`src/rtl/arp_rx_parser.sv`:
```
// -----------------------------------------------------------------------------
// arp_rx_parser
//
// Receive-side ARP parser. Consumes the ARP payload byte stream (Ethernet
// header already removed). It checks the fixed header fields and compares the
// target protocol address with LOCAL_IP. For each accepted packet it emits one
// sender MAC/IP record, tagged as request or reply. Malformed, runt and foreign
// packets are consumed and dropped without any indication.
//
// Optional feature macro: ARP_RX_GRATUITOUS_EN
//   When defined, a gratuitous ARP (SPA == TPA) is accepted as op=0 even if
//   TPA != LOCAL_IP. Gratuitous packets whose SHA == LOCAL_MAC are still dropped,
//   because they are an echo of our own announcement.
//
// Parameters:
//   LOCAL_IP   local IPv4 address, compared with TPA
//   LOCAL_MAC  local MAC, used only for the gratuitous own-echo check
//
// Ports:
//   logic_clk          clock
//   logic_rstn         asynchronous active-low reset
//   arp_rdata_in       payload byte, network order
//   arp_rvalid_in      byte valid
//   arp_rready_out     parser can accept a byte (registered)
//   arp_rlast_in       last byte of the frame (pad included)
//   arp_res_valid_out  record valid
//   arp_res_ready_in   consumer takes the record
//   arp_res_op_out     1 = request (reply owed), 0 = reply / cache update
//   arp_res_mac_out    sender hardware address
//   arp_res_ip_out     sender protocol address
// -----------------------------------------------------------------------------
module arp_rx_parser #(
  parameter logic [31:0] LOCAL_IP  = 32'hC0A8_006E,
  parameter logic [47:0] LOCAL_MAC = 48'hABCD_1234_5678
) (
  input  logic        logic_clk,
  input  logic        logic_rstn,
  input  logic [7:0]  arp_rdata_in,
  input  logic        arp_rvalid_in,
  output logic        arp_rready_out,
  input  logic        arp_rlast_in,
  output logic        arp_res_valid_out,
  input  logic        arp_res_ready_in,
  output logic        arp_res_op_out,
  output logic [47:0] arp_res_mac_out,
  output logic [31:0] arp_res_ip_out
);

  typedef enum logic [1:0] {IDLE, RECV, DRAIN, OUT} state_t;

  state_t      state;
  logic [4:0]  cnt;
  logic        bad;       // sticky header-field mismatch
  logic        tpa_bad;   // TPA differs from LOCAL_IP
  logic        req;       // OPER was 1
  logic [47:0] mac;
  logic [31:0] ip;
  logic        ready;
  logic        res_valid;
  logic        res_op;

  logic        xfer;
  logic        fresh;
  logic [4:0]  idx;
  logic [4:0]  cnt_inc;
  logic        bad_next;
  logic        tpa_bad_next;
  logic        req_next;
  logic [47:0] mac_next;
  logic [31:0] ip_next;
  logic        accept;
  logic        op_final;

  // Select one byte of a 32-bit word, with byte 0 as the MSB (network order).
  function automatic logic [7:0] byte_of(input logic [31:0] w, input logic [1:0] s);
    logic [7:0] b;
    case (s)
      2'd0:    b = w[31:24];
      2'd1:    b = w[23:16];
      2'd2:    b = w[15:8];
      default: b = w[7:0];
    endcase
    return b;
  endfunction

  assign xfer  = arp_rvalid_in & ready;
  assign fresh = (state == IDLE);
  // cnt may still hold a stale value in the first IDLE cycle after OUT or a
  // runt. A byte taken in IDLE is therefore always treated as byte 0.
  assign idx     = fresh ? 5'd0 : cnt;
  assign cnt_inc = (cnt == 5'd28) ? 5'd28 : cnt + 5'd1;

`ifdef ARP_RX_GRATUITOUS_EN
  logic grat_bad;       // SPA differs from TPA
  logic grat_bad_next;
`else
  // LOCAL_MAC only matters for the gratuitous own-echo check.
  logic unused_local_mac;
  assign unused_local_mac = ^LOCAL_MAC;
`endif

  always_comb begin
    bad_next     = fresh ? 1'b0 : bad;
    tpa_bad_next = fresh ? 1'b0 : tpa_bad;
    req_next     = req;
    mac_next     = mac;
    ip_next      = ip;
`ifdef ARP_RX_GRATUITOUS_EN
    grat_bad_next = fresh ? 1'b0 : grat_bad;
`endif
    if (xfer) begin
      case (idx)
        5'd0: if (arp_rdata_in != 8'h00) bad_next = 1'b1;
        5'd1: if (arp_rdata_in != 8'h01) bad_next = 1'b1;
        5'd2: if (arp_rdata_in != 8'h08) bad_next = 1'b1;
        5'd3: if (arp_rdata_in != 8'h00) bad_next = 1'b1;
        5'd4: if (arp_rdata_in != 8'h06) bad_next = 1'b1;
        5'd5: if (arp_rdata_in != 8'h04) bad_next = 1'b1;
        5'd6: if (arp_rdata_in != 8'h00) bad_next = 1'b1;
        5'd7: begin
          if (arp_rdata_in != 8'h01 && arp_rdata_in != 8'h02) bad_next = 1'b1;
          req_next = (arp_rdata_in == 8'h01);
        end
        5'd8, 5'd9, 5'd10, 5'd11, 5'd12, 5'd13:
          mac_next = {mac[39:0], arp_rdata_in};
        5'd14, 5'd15, 5'd16, 5'd17:
          ip_next = {ip[23:0], arp_rdata_in};
        5'd24, 5'd25, 5'd26, 5'd27: begin
          if (arp_rdata_in != byte_of(LOCAL_IP, idx[1:0])) tpa_bad_next = 1'b1;
`ifdef ARP_RX_GRATUITOUS_EN
          if (arp_rdata_in != byte_of(ip, idx[1:0])) grat_bad_next = 1'b1;
`endif
        end
        default: ;
      endcase
    end
  end

`ifdef ARP_RX_GRATUITOUS_EN
  assign accept   = !bad_next &&
                    (!tpa_bad_next || (!grat_bad_next && (mac != LOCAL_MAC)));
  // A packet accepted only through the gratuitous exception is a cache update.
  assign op_final = req_next & !tpa_bad_next;
`else
  assign accept   = !bad_next && !tpa_bad_next;
  assign op_final = req_next;
`endif

  always_ff @(posedge logic_clk or negedge logic_rstn) begin
    if (!logic_rstn) begin
      state     <= IDLE;
      cnt       <= 5'd0;
      bad       <= 1'b0;
      tpa_bad   <= 1'b0;
`ifdef ARP_RX_GRATUITOUS_EN
      grat_bad  <= 1'b0;
`endif
      req       <= 1'b0;
      mac       <= 48'd0;
      ip        <= 32'd0;
      ready     <= 1'b0;
      res_valid <= 1'b0;
      res_op    <= 1'b0;
    end else begin
      case (state)
        IDLE: begin
          ready   <= 1'b1;
          cnt     <= 5'd0;
          bad     <= 1'b0;
          tpa_bad <= 1'b0;
`ifdef ARP_RX_GRATUITOUS_EN
          grat_bad <= 1'b0;
`endif
          // A first byte that is also last is a runt. Stay in IDLE.
          if (xfer && !arp_rlast_in) begin
            state <= RECV;
            cnt   <= 5'd1;
            bad   <= bad_next;
          end
        end
        RECV: begin
          if (xfer) begin
            cnt     <= cnt_inc;
            bad     <= bad_next;
            tpa_bad <= tpa_bad_next;
`ifdef ARP_RX_GRATUITOUS_EN
            grat_bad <= grat_bad_next;
`endif
            req     <= req_next;
            mac     <= mac_next;
            ip      <= ip_next;
            if (arp_rlast_in) begin
              if (cnt == 5'd27 && accept) begin
                state     <= OUT;
                ready     <= 1'b0;
                res_valid <= 1'b1;
                res_op    <= op_final;
              end else begin
                state <= IDLE;
                cnt   <= 5'd0;
              end
            end else if (cnt == 5'd27) begin
              state <= DRAIN;
            end
          end
        end
        DRAIN: begin
          // Pad bytes: idx is 28 here, so the flags do not change.
          if (xfer && arp_rlast_in) begin
            if (accept) begin
              state     <= OUT;
              ready     <= 1'b0;
              res_valid <= 1'b1;
              res_op    <= op_final;
            end else begin
              state <= IDLE;
              cnt   <= 5'd0;
            end
          end
        end
        OUT: begin
          if (arp_res_ready_in) begin
            state     <= IDLE;
            res_valid <= 1'b0;
            ready     <= 1'b1;
          end
        end
        default: state <= IDLE;
      endcase
    end
  end

  assign arp_rready_out    = ready;
  assign arp_res_valid_out = res_valid;
  assign arp_res_op_out    = res_op;
  assign arp_res_mac_out   = mac;
  assign arp_res_ip_out    = ip;

endmodule

```
`config.mk`:
```
export PLATFORM = sky130hd
export DESIGN_NAME = arp_rx_parser
export DESIGN_NICKNAME = d
export VERILOG_FILES = /design/src/rtl/arp_rx_parser.sv
export SDC_FILE = /design/constraint.sdc
export NUM_CORES = 1
export LEC_CHECK = 0
export CORE_ASPECT_RATIO = 1.75
export CORE_MARGIN = 8
export CORE_UTILIZATION = 46
export CTS_BUF_LIST = sky130_fd_sc_hd__clkbuf_16
export DETAILED_ROUTE_END_ITERATION = 7
export GPL_TIMING_DRIVEN = 0
export PLACE_DENSITY = 0.77
export SYNTH_ARGS = -nofsm -noshare
export SYNTH_HDL_FRONTEND = slang
export SYNTH_SLANG_ARGS = --single-unit
```
`constraint.sdc`:
```
create_clock -name logic_clk -period 3.1 [get_ports logic_clk]
set_input_delay 0.62 -clock logic_clk [delete_from_list [all_inputs] [get_ports logic_clk]]
set_output_delay 0.62 -clock logic_clk [all_outputs]
set_load 0.03 [all_outputs]
```
==> results.md <==
* Crit share post-route at 100%
* Count leader, synth: dfrtp_1
* Sequential cell area fraction in the yosys report at 53.2%
* Synth unique cells at 58
* Pwr/cell area at 544 nW/um2
* Total chip power at 0.00326 W
* Slowest CP cell: or4_4
* Least-Margin Pin Slew at 615 ps
* Unrepaired setup endpoints after global routing: true
* Critical path origin: state[0]
* Cell area after synthesis at 4380 um2
* Synthesized flop and latch total at 93
* Top-area cell type share of the netlist area at 53.2%
* Post-synth top cells: dfrtp_1, mux2_2, nand2_1
* Number of cell rows at 47
* Drt wl/cell at 18.9 um
* F_max at 322 MHz
* Fillers at 702
* End of the critical path: cnt[0]
* Port bufs at 91
* R2r endpoint: cnt[0]
* Initial antenna violation count at 0
* Final RePlAce weighted congestion at 0.943
* Slew margin rel. at 59.0%
* Final Setup Violations at 2
* Routed Wire Length at 10,900 um
* Final core utilization at 64.0%
* FF-to-FF setup slack at -9 ps
* Die X at 89.7 um
* Critical path startpoint category: flip-flop
* Top FF cell, synth: dfrtp_1
* Core ar. at 9350 um2
* Synth area leaders: dfrtp_1, mux2_2, ha_1
* Cell Int Power at 0.00226 W
* Worst min-delay path class: primary input to asynchronous set/reset pin
* Layout Nets at 479
* Clk root buf: clkbuf_16
* Sink Count at 93
* Fraction of layout cells with a size suffix above 1 at 33.4%
* Crit path cell chain: inv_2 > ha_4 > clkinvlp_4 > nand2_4 > inv_4 > ha_4 > or4_4 > o211ai_1 > a221o_1 > o311a_4 > buf_6 > a31oi_4 > o311ai_2 > o21a_1
* Die Y at 145 um
* Worst Setup Path Type: flip-flop to flip-flop
* Inserted Diodes at 0
* Initial DRC count at 138
* Outcome: complete, but fails checks
* Max Slew Vio Count at 0
* Syn-to-layout area delta at 36.8%
* Post-synth EDFFs at 0
* Register-to-Register Path Depth at 14
* Synth Area per Inst at 12.9 um2
* Max clock buf depth at 2
* CTS tree: built
* Pin count of the biggest net entering global routing at 69
* Comb pwr share at 27.8%
* Non-Filler Instances at 580
* Clock transition at path regs at 60 ps
* Effective utilization at floorplan at 46.8%
* GRT overflow at 0
* Leading area contributor after synthesis: dfrtp_1
* Syn. warnings at 0
* Syn Nets at 364
* Die area at 13,000 um2
* Synth Instances at 339
* Detail Placement HPWL at 7900 um
* Req. time, crit path at 3370 ps
* Cell mode on critical path: ha_4
* Worst-path fanout max at 5
* CP Capture Type: flip-flop
* Drt first pass iters at 4
* Reg2reg start: state[0]
* Vias after detailed routing at 3,227
* Clock share of power at 32.7%
* Failing checks: negative setup slack
* Via density at 5.56
* Placed Instances at 553
* Max Cap Viol at 0
* I/O pin count at 96
* Final Hold Fails at 0
* Max Clock Skew at 6.49 ps
* Minimum clock period at 3110 ps
* Psw at 0.000997 W
* Peak VDD IR at 0.435 mV
* Critical path's largest stage delay at 550 ps
* Flop pwr share at 39.5%
* Global-route wire length before repair at 17,900 um
* Switching Share at 30.6%
* CP arrival at 3380 ps
* CTS Buf Count at 9
* Tot GR Track Use at 16.9%
* Setup WS post-layout at -9.30 ps
* Fraction of registers with async set/reset at 100%
* H-tree levels at 3
* Post-route DRC at 0
* Static leakage at 2.76 nW
* Vias in the first global route at 3,440
* Antenna-violating nets left at 0
* Worst skew pair latency at 330 ps
-- through the flow --
step | hold WS [ps] | area, um2 | setup TNS, ps | setup WS [ps]
after global routing | 224 | 5990 | -535 | -131
after global placement | 485 | 5440 | -173150 | -1850
after floorplan | 324 | 4380 | 0 | 11.4
final | 215 | 5990 | -14.7 | -9.30
after detailed placement | 493 | 5470 | -2070 | -369
after CTS | 216 | 5870 | -8.05 | -4.45
-- cell usage in the layout (no fill, tap or decap), types with 4 or more instances in the layout --
| cell | instances |
|---|---|
| a21oi_1 | 7 |
| ha_1 | 8 |
| nand2b_1 | 4 |
| dfrtp_1 | 93 |
| inv_1 | 10 |
| clkbuf_16 | 9 |
| a22oi_1 | 4 |
| nor2_1 | 13 |
| o21ai_0 | 5 |
| clkdlybuf4s50_1 | 90 |
| buf_4 | 12 |
| or3_1 | 4 |
| nor3_1 | 4 |
| nand2_1 | 15 |
| and2_1 | 5 |
| buf_2 | 6 |
| clkbuf_1 | 8 |
| mux2_2 | 82 |
-- area by class of cell --
class | instances | area [um2] | share of cell area [%]
Clock inverter | 6 | 63.8 | 1.07
Timing Repair Buffer | 105 | 1040 | 17.4
Multi-Input combinational cell | 214 | 2030 | 34.0
Sequential cell | 93 | 2330 | 38.9
Buffer | 17 | 83.8 | 1.40
Clock buffer | 9 | 225 | 3.76
Tap cell | 122 | 153 | 2.55
Inverter | 14 | 58.8 | 0.982
-- timing repair --
item / in CTS / in global routing
setup buffers: 9 / 4
pin swaps: 6 / 12
gates resized for setup: 13 / 21
hold buffers: 0 / 0
endpoints found under the setup margin: 21 / 10
-- sequential cells by signal, summed over array words and instances, names as in the netlist --
name / count
arp_res_op_out: 1
arp_res_valid_out: 1
arp_res_ip_out: 32
state: 2
cnt: 5
bad: 1
arp_rready_out: 1
tpa_bad: 1
arp_res_mac_out: 48
req: 1
-- metal layers --
metal	global-route usage (%)	share of wire (%)	wire [um]
met1	16.8	35	3800
met2	30.9	56	6160
met3	5.01	5.6	612
met4	8.44	3.3	361
met5	0	0	0
-- power groups by stage --
stage | Clock, W | Combinational [W] | Sequential, W
floorplan | 0 | 0.000462 | 0.00131
global placement | 0 | 0.000615 | 0.00130
detailed placement | 0 | 0.000644 | 0.00131
CTS | 0.00109 | 0.000778 | 0.00128
global route | 0.00114 | 0.000966 | 0.00129
finish | 0.00106 | 0.000906 | 0.00129
-- logic make-up (layout without fill, tap and decap cells) --
group,after synthesis,count (layout),synth area share [%]
fa+ha+maj,12,12,3.43
simple gates,65,65,8.46
flops,93,93,53.2
compound gates,49,49,9.15
mux,85,85,21.8
buf+inv,32,151,3.37
xor+xnor,3,3,0.600
-- worst min path at each step --
stage          startpoint             endpoint  slack, ps  cells after the start
2_1_floorplan  logic_rstn    arp_res_ip_out[0]        320                      0
5_1_grt        logic_rstn  arp_res_mac_out[24]        220                      1
3_5_place_dp          req                  req        490                      1
4_1_cts        logic_rstn  arp_res_mac_out[32]        220                      1
6_report       logic_rstn               cnt[1]        220                      1
3_3_place_gp          req                  req        490                      1
-- critical path, delay by kind of cell (launching register included) --
kind	cells	cell delay, ps
flip-flops	1	400
buffers and inverters	4	420
adder cells (fa/ha/maj)	2	340
AND/OR/NAND/NOR	2	670
AO/OA/AOI/OAI	6	1200
Note: power is estimated with default switching activity, not from simulation.
